**src/rtl/tsp_monitor_scheduler_pkg.sv**
```systemverilog
// Shared definitions for the TS-packet monitor scheduler slice.
package tsp_pkg;

    // Scheduler FSM states.
    typedef enum logic [1:0] {
        S_IDLE      = 2'd0,
        S_REQ       = 2'd1,
        S_WAIT_DONE = 2'd2,
        S_DONE      = 2'd3
    } tsp_state_t;

    // TS packet geometry.
    localparam int PACK_BYTE_SIZE = 188;
    localparam int PACK_WORD_SIZE = 47;

    // PID configuration word layout: PID in [12:0], pad [15:13], enable at bit 16.
    localparam int PID_W      = 13;
    localparam int PID_PAD_W  = 3;
    localparam int PID_EN_BIT = 16;

endpackage

```
**src/rtl/tsp_monitor_scheduler_rr_arbiter.sv**
```systemverilog
// Round-robin next-slot search: first set bit of the mask after the current
// grant, wrapping to slot 0. On the first search after reset, slot 0 itself
// is the starting point.
module tsp_rr_arbiter #(
    parameter int NUM_MONITORS = 4,
    parameter int SLOT_W       = 2
) (
    input  logic [NUM_MONITORS-1:0] i_slot_mask,
    input  logic [SLOT_W-1:0]       i_grant_slot,
    input  logic                    i_from_zero,
    output logic [SLOT_W-1:0]       o_next_slot,
    output logic                    o_found
);

    localparam int unsigned N = NUM_MONITORS;

    int unsigned       w_start;
    int unsigned       w_off;
    logic [N-1:0]      w_rot;

    // Rotate the mask so the search origin sits at bit 0, then take the lowest set bit.
    always_comb begin
        w_start     = i_from_zero ? 32'd0 : ((32'(i_grant_slot) + 32'd1) % N);
        w_rot       = N'({i_slot_mask, i_slot_mask} >> w_start);
        w_off       = 32'd0;
        o_found     = 1'b0;
        for (int unsigned i = N; i > 0; i--) begin
            if (w_rot[i-1]) begin
                w_off   = i - 32'd1;
                o_found = 1'b1;
            end
        end
        o_next_slot = SLOT_W'((w_start + w_off) % N);
    end

endmodule

```
**src/rtl/tsp_monitor_scheduler.sv**
```systemverilog
// Round-robin pump scheduler for the TS monitor slices, with readout mux and
// a one-entry PID configuration write buffer.
module tsp_monitor_scheduler
    import tsp_pkg::*;
#(
    parameter int C_S_AXI_DATA_WIDTH = 32,
    parameter int NUM_MONITORS       = 4,
    parameter int SLOT_W             = 2,
    parameter int TIMEOUT_CYCLES     = 65535
) (
    input  logic                                 clk,
    input  logic                                 rst,
    input  logic                                 enable,
    input  logic [NUM_MONITORS-1:0]              slot_mask,
    output logic [NUM_MONITORS-1:0]              pump_data_request,
    input  logic [NUM_MONITORS-1:0]              pump_data_request_ready,
    input  logic [NUM_MONITORS*C_S_AXI_DATA_WIDTH-1:0] mon_out_data,
    input  logic [NUM_MONITORS*C_S_AXI_DATA_WIDTH-1:0] mon_out_data_index,
    output logic [C_S_AXI_DATA_WIDTH-1:0]        out_data,
    output logic [C_S_AXI_DATA_WIDTH-1:0]        out_data_index,
    output logic [SLOT_W-1:0]                    grant_slot,
    output logic                                 busy,
    output logic                                 done_pulse,
    output logic                                 timeout_pulse,
    output logic [C_S_AXI_DATA_WIDTH-1:0]        done_count,
    output logic [C_S_AXI_DATA_WIDTH-1:0]        timeout_count,
    input  logic                                 cfg_valid,
    input  logic [SLOT_W-1:0]                    cfg_slot,
    input  logic [C_S_AXI_DATA_WIDTH-1:0]        cfg_pid,
    output logic                                 cfg_ready,
    output logic [NUM_MONITORS-1:0]              update_pid_request,
    output logic [C_S_AXI_DATA_WIDTH-1:0]        pid_index,
    output logic [C_S_AXI_DATA_WIDTH-1:0]        pid
);

    localparam int W     = C_S_AXI_DATA_WIDTH;
    localparam int TMR_W = $clog2(TIMEOUT_CYCLES + 1);
    localparam logic [NUM_MONITORS-1:0] ONE_HOT0 = NUM_MONITORS'(1);

    tsp_state_t              r_state;
    logic [TMR_W-1:0]        r_timer;
    logic [SLOT_W-1:0]       r_grant;
    logic                    r_first;
    logic [NUM_MONITORS-1:0] r_req;
    logic                    r_busy;
    logic                    r_done_pulse;
    logic                    r_to_pulse;
    logic [W-1:0]            r_done_cnt;
    logic [W-1:0]            r_to_cnt;
    logic [W-1:0]            r_out_data;
    logic [W-1:0]            r_out_idx;

    logic                    r_pend_valid;
    logic [SLOT_W-1:0]       r_pend_slot;
    logic [W-1:0]            r_pend_pid;
    logic                    r_cfg_ready;
    logic [NUM_MONITORS-1:0] r_upd;
    logic [W-1:0]            r_pid;

    logic [SLOT_W-1:0]       w_next_slot;
    logic                    w_found;
    logic                    w_ready_g;
    logic                    w_timer_hit;
    logic                    w_leaving;
    logic                    w_cfg_blocked;

    tsp_rr_arbiter #(
        .NUM_MONITORS (NUM_MONITORS),
        .SLOT_W       (SLOT_W)
    ) u_arb (
        .i_slot_mask  (slot_mask),
        .i_grant_slot (r_grant),
        .i_from_zero  (r_first),
        .o_next_slot  (w_next_slot),
        .o_found      (w_found)
    );

    assign w_ready_g   = pump_data_request_ready[r_grant];
    assign w_timer_hit = (r_timer == TMR_W'(TIMEOUT_CYCLES - 1));

    // A pending write to the pumped slot may go out on the edge that enters
    // DONE, so the strobe lands in the DONE cycle itself.
    always_comb begin
        w_leaving = 1'b0;
        case (r_state)
            S_REQ:       w_leaving = w_ready_g && w_timer_hit;
            S_WAIT_DONE: w_leaving = w_ready_g || w_timer_hit;
            default:     w_leaving = 1'b0;
        endcase
        w_cfg_blocked = (r_pend_slot == r_grant) &&
                        ((r_state == S_REQ) || (r_state == S_WAIT_DONE)) && !w_leaving;
    end

    // Scheduler FSM: grant, request/accept handshake, completion and timeout.
    always_ff @(posedge clk or posedge rst) begin
        if (rst) begin
            r_state      <= S_IDLE;
            r_timer      <= '0;
            r_grant      <= '0;
            r_first      <= 1'b1;
            r_req        <= '0;
            r_busy       <= 1'b0;
            r_done_pulse <= 1'b0;
            r_to_pulse   <= 1'b0;
            r_done_cnt   <= '0;
            r_to_cnt     <= '0;
        end else begin
            r_done_pulse <= 1'b0;
            r_to_pulse   <= 1'b0;
            case (r_state)
                S_IDLE: begin
                    if (enable && (slot_mask != '0) && w_found) begin
                        r_grant <= w_next_slot;
                        r_first <= 1'b0;
                        r_timer <= '0;
                        r_req   <= ONE_HOT0 << w_next_slot;
                        r_busy  <= 1'b1;
                        r_state <= S_REQ;
                    end
                end
                S_REQ: begin
                    if (!w_ready_g) begin
                        r_req   <= '0;
                        r_timer <= '0;
                        r_state <= S_WAIT_DONE;
                    end else if (w_timer_hit) begin
                        r_req      <= '0;
                        r_to_pulse <= 1'b1;
                        r_to_cnt   <= r_to_cnt + 1'b1;
                        r_state    <= S_DONE;
                    end else begin
                        r_timer <= r_timer + 1'b1;
                    end
                end
                S_WAIT_DONE: begin
                    if (w_ready_g) begin
                        r_done_pulse <= 1'b1;
                        r_done_cnt   <= r_done_cnt + 1'b1;
                        r_state      <= S_DONE;
                    end else if (w_timer_hit) begin
                        r_to_pulse <= 1'b1;
                        r_to_cnt   <= r_to_cnt + 1'b1;
                        r_state    <= S_DONE;
                    end else begin
                        r_timer <= r_timer + 1'b1;
                    end
                end
                default: begin
                    r_busy  <= 1'b0;
                    r_state <= S_IDLE;
                end
            endcase
        end
    end

    // Readout mux: follow the granted slot while busy, hold in IDLE.
    always_ff @(posedge clk or posedge rst) begin
        if (rst) begin
            r_out_data <= '0;
            r_out_idx  <= '0;
        end else if (r_state != S_IDLE) begin
            r_out_data <= mon_out_data[r_grant*W +: W];
            r_out_idx  <= mon_out_data_index[r_grant*W +: W];
        end
    end

    // PID write buffer: accept, issue a one-cycle strobe, then reopen a cycle later.
    always_ff @(posedge clk or posedge rst) begin
        if (rst) begin
            r_pend_valid <= 1'b0;
            r_pend_slot  <= '0;
            r_pend_pid   <= '0;
            r_cfg_ready  <= 1'b1;
            r_upd        <= '0;
            r_pid        <= '0;
        end else begin
            r_upd <= '0;
            if (r_pend_valid) begin
                if (!w_cfg_blocked) begin
                    r_upd        <= ONE_HOT0 << r_pend_slot;
                    r_pid        <= r_pend_pid;
                    r_pend_valid <= 1'b0;
                end
            end else if (!r_cfg_ready) begin
                r_cfg_ready <= 1'b1;
            end else if (cfg_valid) begin
                r_pend_slot  <= cfg_slot;
                r_pend_pid   <= cfg_pid;
                r_pend_valid <= 1'b1;
                r_cfg_ready  <= 1'b0;
            end
        end
    end

    assign pump_data_request  = r_req;
    assign out_data           = r_out_data;
    assign out_data_index     = r_out_idx;
    assign grant_slot         = r_grant;
    assign busy               = r_busy;
    assign done_pulse         = r_done_pulse;
    assign timeout_pulse      = r_to_pulse;
    assign done_count         = r_done_cnt;
    assign timeout_count      = r_to_cnt;
    assign cfg_ready          = r_cfg_ready;
    assign update_pid_request = r_upd;
    assign pid_index          = '0;
    assign pid                = r_pid;

endmodule

```
**config.mk**
```make
export PLATFORM = sky130hd
export DESIGN_NAME = tsp_monitor_scheduler
export DESIGN_NICKNAME = d
export VERILOG_FILES = /design/src/rtl/tsp_monitor_scheduler_pkg.sv /design/src/rtl/tsp_monitor_scheduler_rr_arbiter.sv /design/src/rtl/tsp_monitor_scheduler.sv
export SDC_FILE = /design/constraint.sdc
export NUM_CORES = 1
export LEC_CHECK = 0
export ABC_CLOCK_PERIOD_IN_PS = 12750
export BUFFER_PORTS_ARGS = -buffer_cell sky130_fd_sc_hd__buf_4
export CAP_MARGIN = 15
export CORE_AREA = 10 10 187 189
export DETAILED_ROUTE_END_ITERATION = 16
export DIE_AREA = 0 0 197 199
export PLACE_DENSITY = 0.78
export SETUP_SLACK_MARGIN = 0.3
export SYNTH_ARGS = -nofsm -noshare
export SYNTH_HDL_FRONTEND = slang
export SYNTH_SLANG_ARGS = --single-unit
export TNS_END_PERCENT = 20
```
**constraint.sdc**
```tcl
create_clock -name clk -period 12.75 [get_ports clk]
set_input_delay 3.825 -clock clk [delete_from_list [all_inputs] [get_ports clk]]
set_output_delay 3.825 -clock clk [all_outputs]
set_load 0.03 [all_outputs]
```
==> results.toml <==
[clocking]
htree_levels = 1
postCtsHoldBufs = 0
cts_buffers = 25
clockRootBuffer = "clkbuf_16"
cts_setup_buffers = 0
clockBufferDepth = 3
cts-resized-gates = 0
clk_latency_ns = 0.52
cts_tree = "done"
clkTransAtPathRegs_ns = 0.06
numClockSinks = 228

[logic_synthesis]
yosysSeqAreaShare = 0.489
ys_top_cells_by_area = "dfrtp_1 48%, mux4_2 13%, nand2_1 7.4%"
ys_async_sr_fraction = 1.00
yosysUniqueCellTypes = 62
ys_ff_latch = 228
synth_area_um2 = 11700
synth_top_area_frac = 0.484
synth_edf_count = 0
syn_area_per_cell_um2 = 11.5
synth_top_area_cell = "dfrtp_1"
synth_flop_cell = "dfrtp_1"
yosys_warnings = 0
syn_inst = 1019

[setup_path]
crit-reg2reg-launch = "grant_slot[0]"
worstPathArrival_ns = 6.02
start_kind = "primary input"
critPathTopFamily = "compound AO/OA/AOI/OAI gates"
worst_path_most_repeated_cell = "mux2_2"
cpPeakStageDelay_ns = 0.63
cp_max_fo = 35
required_ns = 13.15
crit_type = "primary input to flip-flop"
reg2reg_setup_slack_ns = 9.41
ff2ff_path_depth = 6
end_kind = "flip-flop"
critPathBufInv = 1
cp_cell_sequence = "buf_4 > mux2_2 > a221oi_1 > o211ai_2 > nand2_4 > mux2_2"
worstReg2RegEnd = "pid[28]"
cpMaxStageDelayCell = "a221oi_1"

[timing]
final.setup.tns_ns = 0
worst_pin_slew_ns = 1.04
fin_skew_ns = 0.0191
rsz0062_at_grt = "no"
fmax_mhz = 178
final-setup-viol-count = 0
final_hold_viol_count = 0
slew_headroom = 0.298
layout_min_cycle_time_ns = 5.61
post-route-period-util = 0.440
final_max_slew_viol_count = 0

[drt]
ant_nets = 0
first_pass_iters = 5
wl_um = 41700
wl_per_cell_um = 22.0
drc = 0
vias_per_cell = 5.10
via_count = 9661
dr.first_iter.drc_count = 547

[global_routing]
grt_max_degree = 147
grt_usage = 0.207
grt_pass1_vias = 10300
antenna_found_initial = 1
grt-ovfl-total = 0
grt_pass1_wl_um = 63300

[finish]
diodes = 0
final_util = 0.523
fillers = 2721
nets = 1790
area.growth.synth_to_final_pct = 39.8
drive_above_1_share = 0.457

[power_and_ir_drop]
power_leakage_nw = 8.07
max-vdd-ir-drop_uv = 96.6
power_density_nw_per_um2 = 230

[die]
core_area_um2 = 31200
floorplan.initialDensity = 0.374
die_area_um2 = 39200
io_pins = 508
die_x_um = 197
std_cell_rows = 65
chipHeight_um = 199

[worst_hold_path]
holdCritPathClass = "flip-flop to flip-flop"
hp-start = "out_data_index[3]"
holdPathStages = 2
whs_endpoint = "out_data_index[3]"

[run]
max_cap_viol_count = 0

[placement]
portBuffers = 475
gp_congestion = 0.923
dp.final_hpwl_um = 33600

[run_status]
outcome = "finished clean"
[cell type report]
| type | instances | area, µm² | share of cell area |
|---|---|---|---|
| sequential | 228 | 5720 | 0.350 |
| multi-input combinational | 718 | 5540 | 0.339 |
| timing repair buffer | 484 | 3650 | 0.224 |
| clock buffer | 32 | 712 | 0.0436 |
| tap | 402 | 503 | 0.0308 |
| clock inverter | 10 | 114 | 0.00697 |
| inverter | 21 | 86.3 | 0.00529 |
[cell usage in the layout (no fill, tap or decap), types with 29 or more instances in the layout]
cell type and instances:
nand2_1 229, mux4_2 65, buf_4 483, o21ai_0 29, xnor2_1 36, dfrtp_1 224, nand3_1 29, conb_1 32
mux2_2 43, xor2_1 30, nor2_1 37
[per-layer routing]
layer	vias up	global-route usage	wire length [µm]
li1	4457	-	-
met4	2	0.0436	642
met1	4829	0.249	16200
met5	-	0	13
met2	329	0.372	22100
met3	44	0.0463	2710
[cell families after synthesis]
family	after synthesis	synth area share
compound gates	77	0.0429
xor+xnor	66	0.0495
fa+ha+maj	10	0.0107
buf+inv	104	0.0467
flops	228	0.489
mux	137	0.204
other cells	1	0.000321
simple gates	396	0.157
[worst min-delay path, stage by stage, from the launching register on]
cell and delay [ns]:
dfrtp_1 0.34, nand2_1 0.05, nand2_1 0.05
[state kept, by name, indices dropped and copies added (netlist names)]
signal / count
done_count: 32
out_data: 32
out_data_index: 32
pid: 32
r_pend_pid: 32
timeout_count: 32
r_timer: 16
pump_data_request: 4
update_pid_request: 4
grant_slot: 2
r_pend_slot: 2
r_state: 2
busy: 1
cfg_ready: 1
done_pulse: 1
r_first: 1
r_pend_valid: 1
timeout_pulse: 1
[stage by stage]
step / hold slack (ns) / setup WS (ns) / area (µm²) / instances / total power [mW]
floorplan: 0.475 / 2.68 / 11800 / 1050 / 2.40
global placement: 0.455 / 6.71 / 15500 / 1852 / 3.02
detailed placement: 0.459 / 6.62 / 15500 / 1852 / 3.07
CTS: 0.474 / 7.17 / 16300 / 1894 / 3.80
global route: 0.499 / 7.08 / 16300 / 1895 / 3.97
finish: 0.472 / 7.14 / 16300 / 1895 / 3.75
[cell usage after synthesis (3+ instances only)]
| cell type | n |
|---|---|
| o21a_1 | 3 |
| and3_1 | 11 |
| inv_1 | 20 |
| nand2_1 | 229 |
| a41oi_1 | 4 |
| and2_1 | 5 |
| nand4_1 | 19 |
| and4_1 | 7 |
| mux2_4 | 27 |
| buf_4 | 32 |
| o41ai_1 | 4 |
| ha_1 | 10 |
| buf_6 | 3 |
| xnor2_1 | 36 |
| xor2_1 | 30 |
| mux4_2 | 65 |
| nand2b_1 | 3 |
| mux2_2 | 43 |
| buf_2 | 10 |
| dfrtp_1 | 226 |
| or4_1 | 3 |
| nor2_1 | 37 |
| or2_2 | 3 |
| o21ai_0 | 29 |
| o31ai_1 | 4 |
| nand3b_1 | 5 |
| nor2b_1 | 3 |
| a31oi_1 | 6 |
| a21oi_1 | 11 |
| nand3_1 | 29 |
| nor4_1 | 10 |
| nor3_1 | 17 |
| clkbuf_1 | 37 |
[worst max-delay path by stage]
stage / to / depth (start not counted) / startpoint / slack [ns]
2_1_floorplan: busy / 1 / rst / 2.68
3_3_place_gp: pid[31] / 6 / pump_data_request_ready[2] / 6.71
3_5_place_dp: pid[28] / 6 / pump_data_request_ready[2] / 6.62
4_1_cts: pid[28] / 6 / pump_data_request_ready[2] / 7.17
5_1_grt: pid[30] / 6 / pump_data_request_ready[2] / 7.08
6_report: pid[28] / 6 / pump_data_request_ready[2] / 7.14
[report_power, final]
group	switching, mW	total (mW)	internal [mW]
combinational	1.07	1.88	0.810
sequential	0.181	1.15	0.973
clock	0.287	0.720	0.433
total	1.53	3.75	2.22
Note: power is estimated with default switching activity, not from simulation.
